## src/rtl/pc_sequencer_pkg.sv

```systemverilog
// rtl/pc_sequencer_pkg.sv - shared core constants for decode and the pc sequencer
// Purpose: branch condition encodings, sequencer FSM state encoding, and the
//          branch-taken evaluation shared by decode and the sequencer.
// Ports:   none (package).
package pc_sequencer_pkg;

  typedef enum logic [1:0] {
    BRANCH_NEVER        = 2'b00,
    BRANCH_ALU_NON_ZERO = 2'b01,
    BRANCH_ALU_ZERO     = 2'b10,
    BRANCH_ALWAYS       = 2'b11
  } branch_op_e;

  typedef enum logic [1:0] {
    ST_IDLE  = 2'b00,
    ST_FETCH = 2'b01,
    ST_ISSUE = 2'b10,
    ST_HALT  = 2'b11
  } seq_state_e;

  localparam logic [31:0] INSTR_BYTES = 32'd4;

  function automatic logic branch_taken(input branch_op_e op, input logic alu_zero);
    logic taken;
    case (op)
      BRANCH_NEVER:        taken = 1'b0;
      BRANCH_ALU_NON_ZERO: taken = ~alu_zero;
      BRANCH_ALU_ZERO:     taken = alu_zero;
      BRANCH_ALWAYS:       taken = 1'b1;
      default:             taken = 1'b0;
    endcase
    return taken;
  endfunction

endpackage

```

## src/rtl/pc_sequencer_if.sv

```systemverilog
// rtl/pc_sequencer_if.sv - instruction memory fetch bus
// Purpose: groups the fetch request/response handshake.
// Signals: imem_req (fetch request), imem_addr (fetch address),
//          imem_ready (fetch data valid this cycle), imem_rdata (instruction word).
// Modports: master = sequencer side, slave = instruction memory side.
interface pc_sequencer_if;
  logic        imem_req;
  logic [31:0] imem_addr;
  logic        imem_ready;
  logic [31:0] imem_rdata;

  modport master (
    output imem_req,
    output imem_addr,
    input  imem_ready,
    input  imem_rdata
  );

  modport slave (
    input  imem_req,
    input  imem_addr,
    output imem_ready,
    output imem_rdata
  );
endinterface

```

## src/rtl/pc_sequencer_next_pc_unit.sv

```systemverilog
// rtl/pc_sequencer_next_pc_unit.sv - combinational branch resolution and next-pc select
// Purpose: evaluates the branch condition and selects pc+4 or the effective target.
// Ports:   pc, branch_op, alu_zero, branch_target (in);
//          next_pc, fault (out; fault = taken branch to a target with bit 1 set).
module next_pc_unit
  import pc_sequencer_pkg::*;
(
  input  logic [31:0] pc,
  input  logic [1:0]  branch_op,
  input  logic        alu_zero,
  input  logic [31:0] branch_target,
  output logic [31:0] next_pc,
  output logic        fault
);

  logic        taken;
  logic [31:0] eff_target;

  assign taken      = branch_taken(branch_op_e'(branch_op), alu_zero);
  // Bit 0 of the target is always dropped; bit 1 set means a half-word target.
  assign eff_target = branch_target & 32'hFFFF_FFFE;
  assign next_pc    = taken ? eff_target : (pc + INSTR_BYTES);
  assign fault      = taken & branch_target[1];

endmodule

```

## src/rtl/pc_sequencer.sv

```systemverilog
// rtl/pc_sequencer.sv - program counter sequencer: fetch, issue, retire, halt on fault
// Purpose: fetches the instruction at pc, holds it for execute, then advances pc
//          to pc+4 or the branch target; a taken misaligned branch halts the core.
// Ports:   clk, reset_n (async active-low); imem (fetch bus master);
//          instr/instr_valid (to decode); exec_done, branch_op, alu_zero,
//          branch_target (from execute); pc, instret, misalign_err (status).
module pc_sequencer
  import pc_sequencer_pkg::*;
#(
  parameter logic [31:0] RESET_PC = 32'h0000_0000
) (
  input  logic               clk,
  input  logic               reset_n,
  pc_sequencer_if.master     imem,
  output logic [31:0]        instr,
  output logic               instr_valid,
  input  logic               exec_done,
  input  logic [1:0]         branch_op,
  input  logic               alu_zero,
  input  logic [31:0]        branch_target,
  output logic [31:0]        pc,
  output logic [31:0]        instret,
  output logic               misalign_err
);

  seq_state_e  state_q, state_d;
  logic [31:0] pc_q, pc_d;
  logic [31:0] instr_q, instr_d;
  logic [31:0] instret_q, instret_d;
  logic        misalign_err_q, misalign_err_d;

  logic [31:0] next_pc;
  logic        fault;

  next_pc_unit u_next_pc (
    .pc            (pc_q),
    .branch_op     (branch_op),
    .alu_zero      (alu_zero),
    .branch_target (branch_target),
    .next_pc       (next_pc),
    .fault         (fault)
  );

  always_ff @(posedge clk or negedge reset_n) begin
    if (!reset_n) begin
      state_q        <= ST_IDLE;
      pc_q           <= RESET_PC;
      instr_q        <= 32'h0;
      instret_q      <= 32'h0;
      misalign_err_q <= 1'b0;
    end else begin
      state_q        <= state_d;
      pc_q           <= pc_d;
      instr_q        <= instr_d;
      instret_q      <= instret_d;
      misalign_err_q <= misalign_err_d;
    end
  end

  always_comb begin
    state_d        = state_q;
    pc_d           = pc_q;
    instr_d        = instr_q;
    instret_d      = instret_q;
    misalign_err_d = misalign_err_q;

    case (state_q)
      ST_IDLE: state_d = ST_FETCH;

      ST_FETCH: begin
        if (imem.imem_ready) begin
          instr_d = imem.imem_rdata;
          state_d = ST_ISSUE;
        end
      end

      ST_ISSUE: begin
        if (exec_done) begin
          if (fault) begin
            // Leave pc pointing at the faulting branch for post-mortem.
            misalign_err_d = 1'b1;
            state_d        = ST_HALT;
          end else begin
            pc_d      = next_pc;
            instret_d = instret_q + 32'd1;
            state_d   = ST_FETCH;
          end
        end
      end

      ST_HALT: state_d = ST_HALT;

      default: state_d = ST_IDLE;
    endcase
  end

  // Decoded from the state register so they drop to 0 the moment reset asserts.
  assign imem.imem_req  = (state_q == ST_FETCH);
  assign imem.imem_addr = pc_q;
  assign instr_valid    = (state_q == ST_ISSUE);
  assign instr          = instr_q;
  assign pc             = pc_q;
  assign instret        = instret_q;
  assign misalign_err   = misalign_err_q;

endmodule

```

## src/flat_wrapper.sv

```systemverilog
// flat-port wrapper written by rule: the top's interface ports become plain ports
module pc_sequencer_flat import pc_sequencer_pkg::*;
#(
  parameter logic [31:0] RESET_PC = 32'h0000_0000
)
  (clk, reset_n, instr, instr_valid, exec_done, branch_op, alu_zero, branch_target, pc, instret, misalign_err, imem_imem_req, imem_imem_addr, imem_imem_ready, imem_imem_rdata);
  pc_sequencer_if imem_i ();
  input  logic clk;
  input  logic reset_n;
  output logic [31:0] instr;
  output logic instr_valid;
  input  logic exec_done;
  input  logic [1:0] branch_op;
  input  logic alu_zero;
  input  logic [31:0] branch_target;
  output logic [31:0] pc;
  output logic [31:0] instret;
  output logic misalign_err;
  output wire logic [$bits(imem_i.imem_req)-1:0] imem_imem_req;
  output wire logic [$bits(imem_i.imem_addr)-1:0] imem_imem_addr;
  input wire logic [$bits(imem_i.imem_ready)-1:0] imem_imem_ready;
  input wire logic [$bits(imem_i.imem_rdata)-1:0] imem_imem_rdata;
  assign imem_imem_req = imem_i.imem_req;
  assign imem_imem_addr = imem_i.imem_addr;
  assign imem_i.imem_ready = imem_imem_ready;
  assign imem_i.imem_rdata = imem_imem_rdata;
  pc_sequencer #(.RESET_PC(RESET_PC)) u_core (.clk(clk), .reset_n(reset_n), .imem(imem_i), .instr(instr), .instr_valid(instr_valid), .exec_done(exec_done), .branch_op(branch_op), .alu_zero(alu_zero), .branch_target(branch_target), .pc(pc), .instret(instret), .misalign_err(misalign_err));
endmodule
```

## config.mk

```make
export PLATFORM = sky130hd
export DESIGN_NAME = pc_sequencer_flat
export DESIGN_NICKNAME = d
export VERILOG_FILES = /design/src/rtl/pc_sequencer_pkg.sv /design/src/rtl/pc_sequencer_if.sv /design/src/rtl/pc_sequencer_next_pc_unit.sv /design/src/rtl/pc_sequencer.sv /design/src/flat_wrapper.sv
export SDC_FILE = /design/constraint.sdc
export NUM_CORES = 1
export LEC_CHECK = 0
export ABC_AREA = 0
export CAP_MARGIN = 15
export CORE_ASPECT_RATIO = 0.6
export CORE_MARGIN = 1.5
export CORE_UTILIZATION = 30
export DETAILED_ROUTE_END_ITERATION = 10
export PLACE_DENSITY_LB_ADDON = 0.25
export SLEW_MARGIN = 20
export SYNTH_ARGS = -nofsm -noshare
export SYNTH_HDL_FRONTEND = slang
export SYNTH_SLANG_ARGS = --single-unit
```

## constraint.sdc

```tcl
create_clock -name clk -period 6 [get_ports clk]
set_clock_uncertainty 0.1 [all_clocks]
set_input_delay 0.6 -clock clk [delete_from_list [all_inputs] [get_ports clk]]
set_output_delay 0.6 -clock clk [all_outputs]
set_load 0.02 [all_outputs]
```

**Yosys cells after proc, flatten, opt, wreduce, memory -nomap -nowiden**

Index checks and enable logic that the tools add are counted.

- Bits of input ports: 71
- Word-level logic and storage cells: 30
- Flip-flop bits (word level): 99
- Output and inout port bits: 131

- $add $sub $neg: 2
- Muxes and demuxes: 6
- Equal/unequal tests: 8
- Reduce and logical (&&, ||, !) cells: 6
- Bitwise operators: 3

Operators with widths:

| cell | count |
|---|---|
| 32-bit by 1-bit adder with 32-bit output, second input constant | 1 |
| 32-bit by 3-bit adder with 32-bit output, second input constant | 1 |
| 32-bit two-way mux | 1 |
| 2-bit equality test, second input constant | 4 |
| 2-bit one-hot mux with 4 select lines | 1 |
| 2-bit two-way mux | 3 |
| 3-bit AND reduction | 2 |
| 2-bit by 1-bit equality test with 1-bit output, second input constant | 2 |
| 2-bit logical NOT | 2 |
| 2-bit by 1-bit inequality test with 1-bit output, second input constant | 2 |
| 1-bit one-hot mux with 4 select lines | 1 |
| 2-bit AND reduction | 2 |
| 1-bit inverter | 2 |
| 1-bit bitwise AND | 1 |

**Logic depth before layout (Yosys ltp)**

- Word-level depth: 6
- Depth in mapped cells: 7
- Mapped depth without buffers: 6

**Cells and area by module**

Synthesis repeated with hierarchy kept, for this count alone.

- Cell total of the unflattened synthesis: 549
- Area, all modules: 5,225.0 um^2

Modules (own cells, without submodules):

| module | times used | area an instance (um^2) | seq. area each (um^2) | cells each |
|---|---|---|---|---|
| pc_sequencer | 1 | 4,261.6 | 2,477.4 | 383 |
| next_pc_unit | 1 | 963.4 | 0.0 | 166 |

**Least setup slack after synthesis**

Ideal clock, no wire load.

- Kind: input to register
- From: input port alu_zero
- To: register u_core.instret_q[11] (netlist: u_core.instret[11])
- Stages: 6
- Required time: 5,770 ps
- Library setup time: 130 ps
- Slack: 3,881 ps
- Data arrival time: 1,888 ps
- Path through: mux2_2 a211oi_2 and3_1 buf_2 nand4_1 xnor2_1

- Cells in the longest elaborated chain, start to end: 5

Ends and longest elaborated chain:

| what | line | RTL |
|---|---|---|
| from (decl) | flat_wrapper.sv:14 | `input logic alu_zero;` |
| 1-bit inverter | pc_sequencer_pkg.sv:27 | `BRANCH_ALU_NON_ZERO: taken = ~alu_zero;` |
| 1-bit one-hot mux with 4 select lines * | pc_sequencer_pkg.sv:25 | `case (op)` |
| 1-bit bitwise AND * | pc_sequencer_next_pc_unit.sv:23 | `assign fault = taken & branch_target[1];` |
| 1-bit inverter (no source line) * | - |  |
| 3-bit AND reduction (no source line) * | - |  |
| to (signal assigned) | pc_sequencer.sv:55 | `instret_q <= instret_d;` |
| to (decl) | pc_sequencer.sv:29 | `logic [31:0] instret_q, instret_d;` |

Mark *: on every way between the ends. The rest lies on a longest branch, timed or not.
A chain may end at the register's enable or synchronous reset.

**Final worst setup path**

- From: input port exec_done
- To: register u_core.instret_q[7] (netlist: u_core.instret[7])

- Cells in the longest elaborated chain, start to end: 1

Ends and longest elaborated chain:

| what | line | RTL |
|---|---|---|
| from (decl) | flat_wrapper.sv:12 | `input logic exec_done;` |
| 3-bit AND reduction (no source line) | - |  |

Every way passes these cells.

==> results.json <==
{
  "max_slew_margin_pct": 47.1,
  "cp_data_arrival_time_ns": 3.11,
  "place.gp.congestion": 0.871,
  "min_path_type": "input pin to async pin",
  "num_vias": 4427,
  "cp-start-kind": "input pin",
  "fillers": 1565,
  "gr-total-overflow": 0,
  "fin_cells": 881,
  "core.rowCount": 36,
  "fin_ws_ns": 3.05,
  "outcome": "finished, final reports clean",
  "cts_tree": "built",
  "synth_most_common_cell": "dfrtp_1",
  "wire_per_inst_um": 17.8,
  "drc": 0,
  "port_buffers": 198,
  "multi_input_area_sq_um": 2200,
  "dpl_worst_slack_ns": 2.66,
  "peakVddDrop_mv": 0.193,
  "fmax_mhz": 339,
  "use_met2_pct": 26.5,
  "synth_cells": 488,
  "final_design_area_no_fill_sq_um": 7260,
  "nets": 721,
  "clk_latency_ns": 0.34,
  "antenna_left": 0,
  "ys_async_sr_fraction_pct": 100,
  "p_leak_uw": 0.00292,
  "clock_path_buffers": 2,
  "antennaDiodeCount": 0,
  "area_growth_pct": 44.8,
  "die_h_um": 103,
  "gr-usage-all-layers_pct": 17.9,
  "ctsHoldBuffers": 0,
  "powerDensity_nw_per_um2": 409,
  "grtUsageMet3_pct": 5.91,
  "yosysUniqueCellTypes": 54,
  "crit_start": "exec_done",
  "period_share_pct": 49.1,
  "first_pass_iters": 5,
  "ys_ff_latch": 98,
  "numCtsBuffers": 9,
  "placed_cell_area_sq_um": 6990,
  "setup.worst_path.end_class": "flop",
  "synthTopCellsByCount": "98 x dfrtp_1, 50 x nand2_1, 34 x buf_4",
  "clk_pin_slew_ns": 0.07,
  "syn_avg_cell_area_sq_um": 10.3,
  "tightest_slew_ns": 0.793,
  "die_x_um": 170,
  "start_util_pct": 30.8,
  "ys_seq_area_share_pct": 48.9,
  "dp_hpwl_mm": 11.6,
  "slew_viol_final": 0,
  "synth_top_cell_area_share_pct": 48.9,
  "r2r_start": "u_core.state_q[0]",
  "finalSetupViolCount": 0,
  "grt.busiest_layer": "met2",
  "synth_flop_cell": "dfrtp_1",
  "wl_mm": 15.7,
  "seqCellArea_sq_um": 2450,
  "crit_type": "input pin to flop",
  "synth_area_sq_um": 5010,
  "cp_max_fo": 12,
  "fin_crit_ns": 2.95,
  "clock-sinks": 98,
  "drv_cap": 0,
  "h-tree-depth": 3,
  "tns_ns": 0,
  "ios": 202,
  "rsz0062_at_grt": "no",
  "dp_cells": 865,
  "grt_pass1_vias": 4281,
  "cp.required_ns": 6.17,
  "synth.area.top_cells": "dfrtp_1 49%, mux2_2 7.4%, buf_4 5.1%",
  "met1_usage_pct": 25.4,
  "dieArea_sq_um": 17500,
  "cts_root_buffer": "clkbuf_16",
  "fp.coreArea_sq_um": 16300,
  "grt_max_degree": 55,
  "vias_per_cell": 5.02,
  "cts-resized-gates": 0,
  "yosysTopAreaCell": "dfrtp_1",
  "report.final.hold_viol_count": 0,
  "synth_edf_count": 0,
  "grt_pass1_wl_mm": 24.1,
  "antenna_found_initial": 0,
  "post_cts_buffers": 0,
  "yosys_warnings": 0,
  "drive_above_1_share_pct": 10.3,
  "drt_first_iter_violations": 292
}
-- path summary, 6_finish.rpt --
path | endpoint | slack (ns) | cells after the start
max | u_core.instret[7] | 3.05 | 6
min | u_core.imem.imem_addr[5] | 0.17 | 1
max reg2reg | u_core.instret[7] | 3.33 | 5
min reg2reg | u_core.misalign_err | 0.37 | 1
max in group asynchronous | u_core.instret[0] | 4.51 | 2
min in group clk | u_core.misalign_err | 0.37 | 1
-- cells in the final DEF (no fill, tap or decap), drive strengths merged, types with 2 or more instances in the layout --
cell           instances
a211oi                 3
a21oi                 22
a22oi                  6
a2bb2oi                2
a311oi                 4
a31oi                  5
and2                   4
and3                  11
and4                   5
buf                    6
clkbuf                10
clkdlybuf4s50        197
clkinvlp               3
conb                   2
dfrtp                 98
ha                     2
inv                    9
mux2                  33
mux2i                  4
nand2                 50
nand2b                 3
nand3                 22
nand3b                 2
nand4                 19
nor2                  25
nor2b                  3
nor3                  16
nor4                   6
o211ai                 3
o21ai                 17
o22ai                  9
o311ai                 2
o31ai                  4
or3                    4
xnor2                 19
xor2                  13
-- per-stage QoR --
stage | hold slack (ns) | power (uW) | utilization, %
2_1_floorplan | 0.204 | 1800 | -
3_3_place_gp | 0.348 | 2410 | 42.8
3_5_place_dp | 0.360 | 2430 | 42.8
4_1_cts | 0.190 | 3000 | 44.5
5_1_grt | 0.210 | 3130 | 44.5
6_report | 0.170 | 2970 | 44.5
-- routing by layer --
| metal | wire length [um] | part of all wire [%] |
|---|---|---|
| met5 | 0 | 0 |
| met4 | 87 | 0.56 |
| met2 | 6700 | 43 |
| met1 | 7450 | 48 |
| met3 | 1410 | 9.0 |
-- sequential cells by signal (all words and copies together) (netlist names) --
name                   flops
u_core.imem.imem_addr     31
u_core.instret            32
u_core.instr              32
u_core.state_q             2
u_core.misalign_err        1
-- final cells by class --
cell class	count	area share (%)
clock buffer	10	3.15
clock inverter	6	0.672
inverter	7	0.362
multi-input combinational	329	30.4
sequential	98	33.8
tap	228	3.93
timing repair buffer	203	27.8
-- kinds of logic after synthesis --
| group | count (synthesis) | synth area share (%) |
|---|---|---|
| other | 1 | 0.0748 |
| buffers and inverters | 62 | 7.29 |
| muxes | 37 | 8.21 |
| xor gates and xnor gates | 32 | 5.59 |
| AOI/OAI and AO/OA | 84 | 10.8 |
| DFF | 98 | 48.9 |
| and+or+nand+nor | 172 | 18.6 |
| adders and majority gates | 2 | 0.499 |
-- worst max-delay path, stage by stage --
cell	delay, ns
clkdlybuf4s50_1	0.52
nand3b_1	0.49
a211oi_2	0.76
and3_1	0.38
nor2b_1	0.20
xor2_1	0.15
-- report_power, final --
group / internal (uW) / switching [uW] / total, uW / leakage [uW]
Clock: 286 / 267 / 552 / 0.000126
Combinational: 671 / 652 / 1320 / 0.00158
Sequential: 856 / 238 / 1090 / 0.00121
Total: 1810 / 1160 / 2970 / 0.00292
No activity file was read; power rests on OpenSTA's default activity.
